<file path="src/rtl/piso_serial_tx.sv">
// Parallel-in, serial-out framed transmitter: start bit (0), WIDTH data bits LSB-first, stop bit (1),
// with each bit held for CLKS_PER_BIT clocks. The line idles high and every output is registered.
module piso_serial_tx #(
  parameter int WIDTH        = 8,
  parameter int CLKS_PER_BIT = 2
) (
  input  logic             clk,
  input  logic             reset,
  input  logic             load,
  input  logic [WIDTH-1:0] data_in,
  output logic             ready,
  output logic             serial_out,
  output logic             done
);

  localparam int TW = (CLKS_PER_BIT > 1) ? $clog2(CLKS_PER_BIT) : 1;
  localparam int BW = (WIDTH > 1) ? $clog2(WIDTH) : 1;
  localparam logic [TW-1:0] TICK_LAST = TW'(CLKS_PER_BIT - 1);
  localparam logic [BW-1:0] BIT_LAST  = BW'(WIDTH - 1);

  typedef enum logic [1:0] {IDLE, START, DATA, STOP} state_t;

  state_t           state, state_next;
  logic [WIDTH-1:0] shift_reg, shift_next;
  logic [TW-1:0]    tick_cnt, tick_next;
  logic [BW-1:0]    bit_cnt, bit_next;
  logic             serial_next, ready_next, done_next;
  logic             bit_end;

  assign bit_end = (tick_cnt == TICK_LAST);

  always_ff @(posedge clk) begin
    if (reset) begin
      state      <= IDLE;
      shift_reg  <= '0;
      tick_cnt   <= '0;
      bit_cnt    <= '0;
      serial_out <= 1'b1;
      ready      <= 1'b1;
      done       <= 1'b0;
    end else begin
      state      <= state_next;
      shift_reg  <= shift_next;
      tick_cnt   <= tick_next;
      bit_cnt    <= bit_next;
      serial_out <= serial_next;
      ready      <= ready_next;
      done       <= done_next;
    end
  end

  // The tick counter paces every non-idle state; the register only shifts between data bits.
  always_comb begin
    state_next = state;
    shift_next = shift_reg;
    tick_next  = tick_cnt;
    bit_next   = bit_cnt;
    case (state)
      IDLE: begin
        if (load) begin
          state_next = START;
          shift_next = data_in;
          tick_next  = '0;
          bit_next   = '0;
        end
      end
      START: begin
        if (bit_end) begin
          state_next = DATA;
          tick_next  = '0;
        end else begin
          tick_next = tick_cnt + TW'(1);
        end
      end
      DATA: begin
        if (bit_end) begin
          tick_next = '0;
          if (bit_cnt == BIT_LAST) begin
            state_next = STOP;
          end else begin
            bit_next   = bit_cnt + BW'(1);
            shift_next = shift_reg >> 1;
          end
        end else begin
          tick_next = tick_cnt + TW'(1);
        end
      end
      STOP: begin
        if (bit_end) begin
          state_next = IDLE;
          tick_next  = '0;
        end else begin
          tick_next = tick_cnt + TW'(1);
        end
      end
      default: state_next = IDLE;
    endcase
  end

  // Outputs are decoded from the upcoming state so the registers show it from the entering edge.
  always_comb begin
    serial_next = 1'b1;
    ready_next  = (state_next == IDLE);
    done_next   = (state == STOP) && (state_next == IDLE);
    case (state_next)
      START:   serial_next = 1'b0;
      DATA:    serial_next = shift_next[0];
      default: serial_next = 1'b1;
    endcase
  end

endmodule
</file>
<file path="config.mk">
export PLATFORM = sky130hd
export DESIGN_NAME = piso_serial_tx
export DESIGN_NICKNAME = d
export VERILOG_FILES = /design/src/rtl/piso_serial_tx.sv
export SDC_FILE = /design/constraint.sdc
export NUM_CORES = 1
export LEC_CHECK = 0
export ABC_AREA = 1
export CORE_AREA = 5 5 47 49
export DETAILED_ROUTE_END_ITERATION = 8
export DIE_AREA = 0 0 52 54
export GPL_TIMING_DRIVEN = 0
export PLACE_DENSITY_LB_ADDON = 0.2
export SLEW_MARGIN = 10
export SYNTH_ARGS = -nofsm -noshare
export SYNTH_HDL_FRONTEND = slang
export SYNTH_SLANG_ARGS = --single-unit
export TNS_END_PERCENT = 10
</file>
<file path="constraint.sdc">
create_clock -name clk -period 1.75 [get_ports clk]
set_input_delay 0.35 -clock clk [delete_from_list [all_inputs] [get_ports clk]]
set_output_delay 0.35 -clock clk [all_outputs]
set_load 0.02 [all_outputs]
</file>
==> impl_results.md <==
- Status: finished clean
- Post-synthesis sequential area ratio: 0.420
- Core Region: 1820 um2
- CP Buf/Inv Count: 1
- Max Slew Vio Count: 0
- Std-Cell Rows: 16
- Worst Hold Slack: 0.375 ns
- Finished Layout Cells: 154
- Final hold vios: 0
- Chip width: 52 um
- Power after layout: 0.826 mW
- DR DRC count: 0
- FILL cells: 183
- First-pass GRT wire length: 2560 um
- Mapped cell area: 810 um2
- Detailed Place HPWL: 1140 um
- Max IR drop VDD: 0.637 mV
- Pwr/cell area: 834 nW/um2
- Routed wire per std cell: 9.52 um
- IO Count: 14
- Post-Route WL: 1470 um
- Vias per cell: 4.60
- Global route total overflow: 0
- Vias in the first global route: 649
- Clock buffer count from CTS: 3
- DIE AREA: 2810 um2
- Final Cycle Share: 0.895
- Max Buffers Root-to-Sink: 2
- CP Capture Type: output pin
- Antenna-violating nets left: 0
- Setup TNS: 0 ns
- Slowest-stage cell, CP: clkdlybuf4s50_1
- Port Buf Inserts: 12
- RSZ-0062 raised after global routing: no
- CTS resizes: 0
- #FFs+latches synth: 17
- Fmax: 639 MHz
- H-Tree Level Count: 1
- Worst-margin pin slew: 0.325 ns
- Worst Skew: 0.00516 ns
- Startpoint type of the worst setup path: flip-flop
- Clock sinks: 17
- Final setup fails: 0
- Mapped Nets: 124
- Avg Cell Area, Syn: 7.29 um2
- Clock Pin Slew Worst Setup and Hold Paths: 0.10 ns
- Leak: 0.463 nW
- Synth warn: 0
- Initial Utilization: 0.444
- Normalized max-slew margin: 0.783
- Worst-Skew Late Latency: 0.29 ns
- Top delay family on crit path: buffers and inverters
- Mapped Cells: 111
- Area Overhead vs Synth: 22.4%
- Max-cap violations: 0
- Placer congestion estimate: 0.810
- # diodes: 0
- Worst-path fanout max: 1
- Slowest stage delay, CP: 0.59 ns
- Cell taking the most area after synthesis: dfxtp_1
- Post-CTS Setup Inserts: 0
- Inst Count DP: 150
- Area contributors post-synth: dfxtp_1 (42%), nand2_1 (11%), nor2_1 (7.0%), inv_1 (6.0%), a21oi_1 (4.9%)
- # hold bufs at CTS: 0
- DR vias: 709
- Iter 0 DRT Violations: 8
- Tightest Hold Check Type: input pin to flip-flop
- CP arrival: 1.22 ns
- Yosys top cell area share: 0.420
- Synth unique cells: 20
- Crit path cell chain: clkdlybuf4s50_1
- CTS tree: yes
- Share of cells above drive strength 1: 0.110
- CTS Root Cell: clkbuf_4
- Setup Crit Path Kind: flip-flop to output pin
- Total GRT Usage: 0.124
- Die H: 54 um
- First-pass iteration count of the detailed router: 4
- Post-layout min period: 1.57 ns
- Flip-flop count of the largest register after layout: 8
- Number of nets in the layout: 141
- Critical path required time: 1.40 ns
- Largest net degree at the start of global routing: 11
- Initial antenna violation count: 0
per-stage QoR:
stage	worst slack [ns]	cell area [um2]	util
finish	0.185	991	0.544
global route	0.119	991	0.544
CTS	0.163	991	0.544
detailed placement	0.167	963	0.529
global placement	0.170	963	0.529
floorplan	0.386	810	-
routing by layer:
metal,vias up,part of all wire,global-route usage
met1,310,0.47,0.138
met5,-,0,0
met4,0,0.0089,0.0786
li1,386,-,-
met2,11,0.48,0.213
met3,2,0.039,0.0305
synthesized netlist by cell type:
cell type / n
a31oi_1: 1
a211oi_1: 1
o21ai_0: 3
ha_1: 2
o21ai_1: 4
o21bai_1: 1
clkbuf_1: 1
nand2_1: 23
nor2_2: 1
nand3_1: 4
nor3_1: 2
nor2_1: 15
nor2_4: 2
nand2_4: 3
nand3b_1: 1
inv_2: 4
a21oi_1: 8
o21a_1: 5
dfxtp_1: 17
inv_1: 13
layout make-up:
type	count	area, um2	area share
Multi-Input combinational cell	76	402	0.405
Sequential cell	17	340	0.343
Timing Repair Buffer	12	120	0.121
Inverter	17	63.8	0.0644
Tap cell	27	33.8	0.0341
Clock buffer	3	22.5	0.0227
Clock inverter	1	5.00	0.00505
Buffer	1	3.75	0.00379
where the power goes:
part / total, mW / switching (mW) / internal [mW]
clock: 0.214 / 0.129 / 0.0851
combinational: 0.171 / 0.0946 / 0.0765
sequential: 0.442 / 0.0217 / 0.420
layout by cell type, fill, tap and decap left out, drive strengths merged:
| master | n |
|---|---|
| o21a | 5 |
| clkbuf | 4 |
| nor3 | 2 |
| nand3b | 1 |
| clkinv | 1 |
| inv | 17 |
| o21bai | 1 |
| a31oi | 1 |
| a211oi | 1 |
| clkdlybuf4s50 | 12 |
| nor2 | 18 |
| a21oi | 8 |
| ha | 2 |
| dfxtp | 17 |
| nand3 | 4 |
| nand2 | 26 |
| o21ai | 7 |
worst paths after layout:
kind | cells past startpoint | endpoint | from | slack (ns)
setup / recovery | 1 | ready | ready$_SDFF_PP1_ | 0.18
hold / removal | 2 | state[1]$_SDFF_PP0_ | reset | 0.38
setup reg to reg | 8 | bit_cnt[1]$_SDFFE_PP0P_ | bit_cnt[0]$_SDFFE_PP0P_ | 0.25
hold reg to reg | 2 | shift_reg[7]$_SDFFE_PP0P_ | shift_reg[7]$_SDFFE_PP0P_ | 0.47
cells by family after synthesis:
group	count (synthesis)	synth area share
and+or+nand+nor	51	0.300
buffers and inverters	18	0.0835
adders and majority gates	2	0.0309
DFF	17	0.420
AOI/OAI and AO/OA	23	0.165
(Power assumes the default switching activity.)
